[config.mk]
export PLATFORM = sky130hd
export DESIGN_NAME = wb_scoreboard
export DESIGN_NICKNAME = d
export VERILOG_FILES = /design/src/rtl/wb_scoreboard_pkg.sv /design/src/rtl/wb_queue.sv /design/src/rtl/wb_scoreboard.sv
export SDC_FILE = /design/constraint.sdc
export NUM_CORES = 1
export LEC_CHECK = 0
export CORE_MARGIN = 5
export CORE_UTILIZATION = 37
export CTS_CLUSTER_DIAMETER = 30
export DETAILED_ROUTE_END_ITERATION = 6
export GPL_ROUTABILITY_DRIVEN = 0
export PLACE_DENSITY_LB_ADDON = 0.3
export REMOVE_ABC_BUFFERS = 1
export SYNTH_ARGS = -nofsm -noshare
export SYNTH_HDL_FRONTEND = slang
export SYNTH_SLANG_ARGS = --single-unit
[constraint.sdc]
create_clock -name wb_clk -period 6.5 [get_ports wb_clk]
set_input_delay 0.975 -clock wb_clk [delete_from_list [all_inputs] [get_ports wb_clk]]
set_output_delay 0.975 -clock wb_clk [all_outputs]
set_load 0.01 [all_outputs]
[src/rtl/wb_scoreboard_pkg.sv]
// Shared types and constants for the writeback/hazard block.
//   XLEN        : register data width
//   REG_ADDR_W  : register address width (32 architectural registers)
//   wb_entry_t  : one writeback queue entry {rd, data}
//   X0          : hardwired-zero register address
package wb_scoreboard_pkg;

  localparam int XLEN       = 32;
  localparam int REG_ADDR_W = 5;
  localparam int NUM_REGS   = 1 << REG_ADDR_W;

  typedef logic [REG_ADDR_W-1:0] reg_addr_t;

  localparam reg_addr_t X0 = '0;

  typedef struct packed {
    reg_addr_t       rd;
    logic [XLEN-1:0] data;
  } wb_entry_t;

endpackage

[src/rtl/wb_queue.sv]
// Dual-push, single-pop circular writeback queue.
// Ports:
//   clk, rst                    : clock, synchronous active-high reset
//   push_first / first_entry    : older push of the cycle (lands at the tail)
//   push_second / second_entry  : younger push of the cycle (lands after first)
//   pop                         : retire the head when non-empty
//   slots / live                : every storage slot and whether it holds a queued entry
//   head, count, empty          : head entry, occupancy, empty flag
// The caller guarantees there is room for the pushes it asserts.
module wb_queue
  import wb_scoreboard_pkg::*;
#(
  parameter int DEPTH = 4,
  localparam int PTR_W = $clog2(DEPTH),
  localparam int CNT_W = PTR_W + 1
) (
  input  logic             clk,
  input  logic             rst,
  input  logic             push_first,
  input  wb_entry_t        first_entry,
  input  logic             push_second,
  input  wb_entry_t        second_entry,
  input  logic             pop,
  output wb_entry_t        slots [DEPTH],
  output logic [DEPTH-1:0] live,
  output wb_entry_t        head,
  output logic [CNT_W-1:0] count,
  output logic             empty
);

  wb_entry_t        mem [DEPTH];
  logic [PTR_W-1:0] rd_ptr;
  logic [PTR_W-1:0] wr_ptr;
  logic [PTR_W-1:0] second_ptr;
  logic [PTR_W-1:0] offset;
  logic             do_pop;

  assign empty      = (count == '0);
  assign do_pop     = pop && !empty;
  assign head       = mem[rd_ptr];
  // The younger push slides down one slot only if the older one is present.
  assign second_ptr = wr_ptr + PTR_W'(push_first);

  // NOTE: state registers use non-blocking assignments so every flop samples
  // the pre-edge values of its neighbours, independent of process order.
  always_ff @(posedge clk) begin
    if (rst) begin
      rd_ptr <= '0;
      wr_ptr <= '0;
      count  <= '0;
    end else begin
      rd_ptr <= rd_ptr + PTR_W'(do_pop);
      wr_ptr <= wr_ptr + PTR_W'(push_first) + PTR_W'(push_second);
      count  <= count + CNT_W'(push_first) + CNT_W'(push_second) - CNT_W'(do_pop);
    end
  end

  // NOTE: the data storage is deliberately left unreset; the live mask and
  // count make stale contents invisible, so a reset would only add fan-out.
  always_ff @(posedge clk) begin
    if (push_first)  mem[wr_ptr]     <= first_entry;
    if (push_second) mem[second_ptr] <= second_entry;
  end

  // A slot is live when its distance from the head (mod DEPTH) is below count.
  always_comb begin
    offset = '0;
    for (int i = 0; i < DEPTH; i++) begin
      slots[i] = mem[i];
      offset   = PTR_W'(i) - rd_ptr;
      live[i]  = ({1'b0, offset} < count);
    end
  end

endmodule

[src/rtl/wb_scoreboard.sv]
// Writeback and hazard block: sole owner of the register bank write port.
// Queues ALU and load results, retires one per cycle, tracks per-register
// busy bits and forwards queued results to the two operand ports.
// Ports:
//   wb_clk, wb_rst                  : clock, synchronous active-high reset
//   wb_issue_valid/rd/rs1/rs2       : instruction presented by decode
//   wb_issue_stall                  : decode must hold the instruction
//   wb_alu_valid/rd/data            : ALU result source
//   wb_ld_valid/rd/data             : load result source
//   wb_res_ready                    : both sources may push this cycle
//   wb_rf_rd_addr_1/2, wb_rf_rd_data_1/2 : register bank read ports
//   wb_op_1/2                       : forwarded operand values
//   wb_reg_wr_en/addr, wb_reg_in    : register bank write port
module wb_scoreboard
  import wb_scoreboard_pkg::wb_entry_t;
  import wb_scoreboard_pkg::reg_addr_t;
  import wb_scoreboard_pkg::X0;
  import wb_scoreboard_pkg::NUM_REGS;
#(
  parameter int DEPTH = 4,
  parameter int XLEN  = wb_scoreboard_pkg::XLEN,
  localparam int CNT_W = $clog2(DEPTH) + 1
) (
  input  logic            wb_clk,
  input  logic            wb_rst,
  input  logic            wb_issue_valid,
  input  logic [4:0]      wb_issue_rd,
  input  logic [4:0]      wb_issue_rs1,
  input  logic [4:0]      wb_issue_rs2,
  output logic            wb_issue_stall,
  input  logic            wb_alu_valid,
  input  logic [4:0]      wb_alu_rd,
  input  logic [XLEN-1:0] wb_alu_data,
  input  logic            wb_ld_valid,
  input  logic [4:0]      wb_ld_rd,
  input  logic [XLEN-1:0] wb_ld_data,
  output logic            wb_res_ready,
  output logic [4:0]      wb_rf_rd_addr_1,
  output logic [4:0]      wb_rf_rd_addr_2,
  input  logic [XLEN-1:0] wb_rf_rd_data_1,
  input  logic [XLEN-1:0] wb_rf_rd_data_2,
  output logic [XLEN-1:0] wb_op_1,
  output logic [XLEN-1:0] wb_op_2,
  output logic            wb_reg_wr_en,
  output logic [4:0]      wb_reg_wr_addr,
  output logic [XLEN-1:0] wb_reg_in
);

  wb_entry_t             slots [DEPTH];
  logic [DEPTH-1:0]      live;
  wb_entry_t             head;
  logic [CNT_W-1:0]      count;
  logic                  empty;

  logic [NUM_REGS-1:0]   busy_q;
  logic [NUM_REGS-1:0]   busy_d;
  logic                  push_ld;
  logic                  push_alu;
  logic                  hit_1, hit_2;
  logic                  dup_1, dup_2;
  logic [XLEN-1:0]       fwd_1, fwd_2;
  logic                  waw, raw_1, raw_2;
  logic                  accept;

  // Room for two pushes is judged on the registered count alone, so the
  // same-cycle pop never has to be relied upon to avoid overflow.
  assign wb_res_ready = (count <= CNT_W'(DEPTH - 2));

  // x0 results are dropped before they can take a slot.
  assign push_ld  = wb_ld_valid  && wb_res_ready && (wb_ld_rd  != X0);
  assign push_alu = wb_alu_valid && wb_res_ready && (wb_alu_rd != X0);

  // Load is the older push of the cycle, so it retires before the ALU result.
  wb_queue #(.DEPTH(DEPTH)) u_queue (
    .clk          (wb_clk),
    .rst          (wb_rst),
    .push_first   (push_ld),
    .first_entry  ('{rd: wb_ld_rd,  data: wb_ld_data}),
    .push_second  (push_alu),
    .second_entry ('{rd: wb_alu_rd, data: wb_alu_data}),
    .pop          (wb_reg_wr_en),
    .slots        (slots),
    .live         (live),
    .head         (head),
    .count        (count),
    .empty        (empty)
  );

  assign wb_reg_wr_en   = !empty;
  assign wb_reg_wr_addr = head.rd;
  assign wb_reg_in      = head.data;

  assign wb_rf_rd_addr_1 = wb_issue_rs1;
  assign wb_rf_rd_addr_2 = wb_issue_rs2;

  // NOTE: every output of this block gets a default before the loop, so no
  // path leaves a variable unassigned and no latch is inferred.
  always_comb begin
    hit_1 = 1'b0;
    hit_2 = 1'b0;
    dup_1 = 1'b0;
    dup_2 = 1'b0;
    fwd_1 = '0;
    fwd_2 = '0;
    for (int i = 0; i < DEPTH; i++) begin
      if (live[i] && (slots[i].rd == wb_issue_rs1)) begin
        dup_1 = dup_1 | hit_1;
        hit_1 = 1'b1;
        fwd_1 = slots[i].data;
      end
      if (live[i] && (slots[i].rd == wb_issue_rs2)) begin
        dup_2 = dup_2 | hit_2;
        hit_2 = 1'b1;
        fwd_2 = slots[i].data;
      end
    end
  end

  assign wb_op_1 = (wb_issue_rs1 == X0) ? '0 : (hit_1 ? fwd_1 : wb_rf_rd_data_1);
  assign wb_op_2 = (wb_issue_rs2 == X0) ? '0 : (hit_2 ? fwd_2 : wb_rf_rd_data_2);

  // A busy source is still usable once its result sits in the queue.
  assign waw   = (wb_issue_rd  != X0) && busy_q[wb_issue_rd];
  assign raw_1 = (wb_issue_rs1 != X0) && busy_q[wb_issue_rs1] && !hit_1;
  assign raw_2 = (wb_issue_rs2 != X0) && busy_q[wb_issue_rs2] && !hit_2;

  assign wb_issue_stall = wb_issue_valid && (waw || raw_1 || raw_2);
  assign accept         = wb_issue_valid && !wb_issue_stall;

  // Clear-then-set ordering is safe: an issue to a register whose result is
  // retiring this cycle is WAW-stalled, so both never target the same bit.
  always_comb begin
    busy_d = busy_q;
    if (!empty) busy_d[head.rd] = 1'b0;
    if (accept && (wb_issue_rd != X0)) busy_d[wb_issue_rd] = 1'b1;
    busy_d[0] = 1'b0;
  end

  always_ff @(posedge wb_clk) begin
    if (wb_rst) busy_q <= '0;
    else        busy_q <= busy_d;
  end

  // WAW stalling keeps each destination in at most one queue slot.
  always_ff @(posedge wb_clk) begin
    if (!wb_rst && wb_issue_valid) begin
      assert (!(dup_1 || dup_2));
    end
  end

endmodule

==> Word level (Yosys, flattened, before mapping) <==
Memory sizes are Yosys's and may differ from the RTL's. A register that Yosys moved wholly into a read port is not among the register bits.
Index checks and enable logic that the tools add are counted.
{ "word_totals": {"ff_bits": 39, "ram_bits": 148, "input_bits": 158, "out_inout_bits": 114, "wordCells": 111, "memories": 1} }
{ "memory_table": {"columns": ["memory", "depth", "word_bits", "read_ports", "rd_ports_with_merged_regs", "write_ports", "line", "text"], "rows": [
  ["u_queue.mem", 4, 37, 5, 1, 2, "wb_queue.sv:31", "wb_entry_t mem [DEPTH];"]
]} }
{ "op_classes": {"addsub": 10, "magnitude_cmp": 11, "n_eq_ne": 8, "muxes": 37, "n_bitwise": 3, "reduce_logical": 36} }
{ "op_table": {"columns": ["operator", "count"], "rows": [
  ["32-bit 2-to-1 mux", 14],
  ["5-bit equality test", 8],
  ["32-bit AND", 1],
  ["32-bit NOT", 1],
  ["32-bit OR", 1],
  ["5-bit nonzero test", 5],
  ["5-bit by 6-bit less-than comparator with 1-bit output (second input constant)", 4],
  ["1-bit logical AND", 22],
  ["1-bit 2-to-1 mux", 17],
  ["1-bit binary-select mux with 5-bit select", 3],
  ["2-bit by 3-bit less-than comparator with 1-bit output", 4],
  ["1-bit demux with 5-bit select", 2],
  ["5-bit by 1-bit greater-or-equal comparator with 1-bit output (second input constant)", 2],
  ["5-bit logical NOT", 2],
  ["2-bit by 1-bit adder with 2-bit output", 3],
  ["3-bit by 1-bit adder with 3-bit output", 2],
  ["1-bit logical NOT", 4],
  ["1-bit by 2-bit subtractor with 2-bit output (first input constant)", 2],
  ["2-bit subtractor (first input constant)", 2],
  ["3-bit by 2-bit less-or-equal comparator with 1-bit output (second input constant)", 1],
  ["3-bit logical NOT", 1],
  ["3-bit by 1-bit subtractor with 3-bit output", 1],
  ["1-bit logical OR", 2],
  ["2-bit 2-to-1 mux", 1]
]} }

==> Logic depth before layout (Yosys ltp) <==
{ "logic_depth": {"ltp_word": 16, "ltp_mapped": 13, "ltp_nobuf": 10} }

==> Hierarchy <==
A second synthesis with hierarchy kept.
{ "hier_totals": {"hier_cells": 1160, "area_unflattened_um2": 13087.6} }
{ "by_module_without_submodules": {"columns": ["mod", "instances", "cells_each", "area_per_inst_um2", "seq_area_each_um2"], "rows": [
  ["wb_queue", 1, 416, 7687.4, 4584.4],
  ["wb_scoreboard", 1, 744, 5400.2, 620.6]
]} }

==> Worst setup path after synthesis <==
OpenSTA, ideal clock, no wires.
{ "synth_path": {"path_type": "input -> register", "startpoint": "input wb_ld_rd[0]", "endpoint": "memory u_queue.mem[1][0] (netlist bit) (enable)", "setup_ns": 0.445, "arrival_ns": 3.938, "required_time_ns": 6.055, "path_slack_ns": 2.117, "cell_stages": 5, "path_buffers": 0, "cell_sequence": "or3_1 > o311a_1 > ha_1 > nand2_1 > o22ai_1"} }
{ "synth_rtl": {"columns": ["element", "line", "text"], "rows": [
  ["start: declaration", "wb_scoreboard.sv:35", "input logic [4:0] wb_ld_rd,"],
  ["end: declaration", "wb_queue.sv:31", null]
]} }

==> Worst setup path in the final report <==
{ "layout_path": {"startpoint": "input wb_issue_rs2[0]", "endpoint": "output wb_op_2[1]"} }
{ "layout_between": {"elab_chain_len": 8, "word_cells_on_any_way": 19, "cone_classes": "4 x eq/ne; 10 x mux; 5 x reduce/logical"} }
{ "layout_rtl": {"columns": ["element", "line", "text"], "rows": [
  ["start: declaration", "wb_scoreboard.sv:29", "input logic [4:0] wb_issue_rs2,"],
  ["5-bit equality test", "wb_scoreboard.sv:111", "if (live[i] && (slots[i].rd == wb_issue_rs2)) begin"],
  ["1-bit logical AND", "wb_scoreboard.sv:111", null],
  ["32-bit 2-to-1 mux or 1-bit 2-to-1 mux (tied branches) (4 in series)", "wb_scoreboard.sv:111", null],
  ["32-bit 2-to-1 mux", "wb_scoreboard.sv:120", "assign wb_op_2 = (wb_issue_rs2 == X0) ? '0 : (hit_2 ? fwd_2 : wb_rf_rd_data_2);"],
  ["32-bit 2-to-1 mux (*)", "wb_scoreboard.sv:120", null],
  ["end: declaration", "wb_scoreboard.sv:43", "output logic [XLEN-1:0] wb_op_2,"]
]} }
Mark *: on every way between the ends. The rest lies on a longest branch, timed or not.

==> results.md <==
Synthesis:
- After synthesis the cells add up to 13,090 µm².
- The flip-flop and latch count after synthesis is ~190.
- The share of the yosys chip area belonging to registers is 0.3978.
- The number of synthesized flops with an enable pin is ~150.
- In this run the mean area of a mapped cell was between 10 and 15 µm².
- The number of library cell types mapped by synthesis is 58.
- The count of mapped cells out of synthesis is 1,154.
- The share of synthesized flip-flops with an asynchronous set or reset is 0.
- The most common flop cell mapped by yosys is edfxtp_1.
- For this run, the number of Yosys warnings is 0.

Setup path:
- The critical path capture point type is an output pin.
- At the worst endpoint, the required time is approximately 5.5 ns.
- The maximum fanout count along the critical path is 20.
- For the worst setup path, the data arrival time is 4.64 ns.
- The critical path start-end classification is input port to output pin.
- The worst setup path is launched from an input port.

CTS:
- Counting every sink on the clock net gives between 150 and 200.
- Clock-pin slew was measured on the worst setup and hold paths at 0.07 ns.
- The number of buffers inserted by hold repair at cts is 0.
- The clock passes through at most 2 buffers.
- The post-cts repair resize count is 0.
- The number of H-tree levels is 4.
- The clock root buffer is clkbuf_16.
- In this run, CTS created clock tree buffers numbering 17.
- The clock latency on the worst-skew pair is 0.45 ns.
- The clock tree from TritonCTS is yes.
- The number of buffers added for setup after CTS is 0.

Run:
- The number of max-capacitance violations reported is 0.

Global routing:
- Entering global routing, the biggest net connects 41 pins.
- The initial antenna violation count is 8.
- The total global-route track usage is 0.2469.
- For this run the aggregate overflow at the end of global routing stands at 0.
- The first-pass GRT wire length is about 74,000 µm.
- The via count of the first global-routing pass is about 12,000.

Routing:
- The first-pass iteration count of the detailed router is 5.
- The total DRC errors in the routed layout is 0.
- The average wire per standard cell is roughly 27 µm.
- In the routed layout, each cell is associated on average with a via count of 6.184.
- The count of nets left with antenna violations once routing finished came out at 0.
- The number of DRC violations after detailed-routing iteration 0 is between 1,000 and 1,500.
- The total via count after detailed routing is approximately 11,000.
- After detailed routing, the total wire length is 49,740 µm.

Finish:
- The leading cell type in the layout, fill and taps excluded is clkdlybuf4s50_1.
- The library cells used most frequently in the layout, excluding fill and tap cells, are clkdlybuf4s50_1, mux2_2, edfxtp_1.
- The net total in the final layout is around 1,500.
- The final cell utilization of the core is 0.4870.
- The non-filler instance count after layout is 1,841.
- The share of post-route cells with drive strength above 1 is 0.2357.
- Compared with the post-synthesis result, the final layout area differs by 29.20%.

STA:
- Static timing analysis puts the maximum clock frequency at approximately 180 MHz.
- The number of endpoints with negative hold slack in the final report was 0.
- The portion of the clock cycle consumed by the worst path in the final layout is 0.8639.
- The shortest period the worst path allows is 5.615 ns.
- The number of max-slew violations in the final report came to 0.
- Setup repair after global routing left no endpoint under its margin.
- Setup violations remaining at the end of the flow were counted as 0.
- The actual slew at the worst max-slew pin is around 1.1 ns.
- Clock skew on the completed layout was measured at approximately 0.019 ns.
- The worst pin sits at a relative slew slack of 0.2366.

Pwr:
- IR analysis of the VDD net gives a maximum drop of around 190 µV.
- Power spread over the standard cell area amounts to 371.3 nW/µm².
- The leakage power of the design is a little under 6 nW.
- The total power after layout is around 6.3 mW.

Hold path:
- The kind of path behind the tightest hold check is flip-flop to flip-flop.

Placed design:
- Input and output buffers added on the ports amount to ~270.
- Counting tap cells, the placed design contains a total of 1,806 instances.
- The detailed-placement wirelength estimate is around 34,000 µm.

Floorplan:
- In this run the count of I/O pins placed on the die edge is around 270.
- The die height is 198.1 µm.
- The die area is slightly below 40,000 µm².
- The overall die width is a little under 200 µm.
- For this configuration, the core starts out at a cell density of 0.3769.
- The placement row count is slightly below 70.
- The floorplan step defined a core boundary enclosing about 35,000 µm².

Run status:
- The run finished with clean final reports.
==> logic make-up after synthesis <==
family                   synth area share
multiplexers                       0.2607
flip-flops                         0.3978
buffers and inverters             0.05670
adder cells (fa/ha/maj)           0.01167
AO/OA/AOI/OAI                      0.1635
AND/OR/NAND/NOR                   0.07889
XOR/XNOR                          0.03079
==> metrics by stage <==
stage	TNS, ns	hold slack, ns	setup WS, ns	area [µm²]
CTS	0	0.5175	0.9280	16900
global placement	0	0.5032	0.9262	16270
detailed placement	0	0.5049	0.9266	16270
global route	0	0.5414	0.7697	16900
finish	0	0.5208	0.8845	16910
floorplan	-46.60	0.4730	-1.543	12540
==> sequential cells by signal, summed over array words and instances (netlist names) <==
| name | flops |
|---|---|
| u_queue.wr_ptr | 2 |
| u_queue.count | 3 |
| u_queue.mem | 148 |
| u_queue.rd_ptr | 2 |
| busy_q | 31 |
==> cell type report <==
class | count | area [µm²]
repair buffers | 311 | 3063
clock buffers | 19 | 442.9
fillers | 3146 | 17810
flip-flops and latches | 186 | 5207
inverters | 53 | 198.9
clock inverters | 13 | 181.4
multi-input cells | 801 | 7236
well taps | 455 | 569.3
diodes | 3 | 7.507
==> worst max-delay path, cell delays in order <==
cell and delay, ns:
clkdlybuf4s50_1 0.63, xor2_1 0.24, or4_2 0.97, a21oi_4 0.59
buf_12 0.24, a22oi_1 0.08, a21oi_1 0.28, clkdlybuf4s50_1 0.60
==> routing by layer <==
metal | vias to the layer above | share of wire | track usage
li1 | 5010 | - | -
met1 | 5682 | 0.39 | 0.3093
met2 | 604 | 0.49 | 0.4184
met3 | 78 | 0.097 | 0.07061
met4 | 10 | 0.022 | 0.06937
met5 | - | 0.0012 | 0
==> where the power goes <==
group / switching [mW] / internal (mW) / total [mW]
logic: 1.71 / 1.51 / 3.23
clock network: 0.499 / 0.629 / 1.13
registers: 0.236 / 1.69 / 1.92
total: 2.45 / 3.83 / 6.28
==> cells in the mapped netlist, types with 3 or more instances <==
cell	instances	share of area
a211oi_1	5	0.0029
a21oi_1	71	0.027
a22oi_1	32	0.018
and3_1	34	0.016
buf_1	5	0.0014
buf_2	29	0.011
buf_4	13	0.0075
buf_6	4	0.0034
clkbuf_1	63	0.018
dfxtp_1	38	0.058
edfxtp_1	148	0.34
ha_1	9	0.0086
inv_1	53	0.015
mux2_2	187	0.16
mux2i_1	7	0.0054
mux4_1	5	0.010
mux4_2	49	0.084
nand2_1	36	0.010
nand2b_1	3	0.0014
nand3_1	10	0.0038
nand3b_1	19	0.011
nand4_1	8	0.0038
nor2_1	20	0.0057
nor2b_1	24	0.011
nor3_1	15	0.0057
nor3b_1	3	0.0017
o211ai_1	6	0.0034
o21ai_0	49	0.019
o221ai_1	64	0.043
o22ai_1	36	0.017
o31ai_1	7	0.0040
o41ai_1	23	0.015
xnor2_1	14	0.0094
xor2_1	32	0.021
==> worst paths after layout <==
kind	start	to	slack, ns	cells past startpoint
worst min-delay path	busy_q[4]	busy_q[4]	0.52	2
worst max register to register	u_queue.rd_ptr[1]	busy_q[31]	2.54	10
worst max-delay path	wb_issue_rs2[0]	wb_op_2[1]	0.88	8
worst min register to register	busy_q[4]	busy_q[4]	0.52	2
Note: power is estimated with default switching activity, not from simulation.
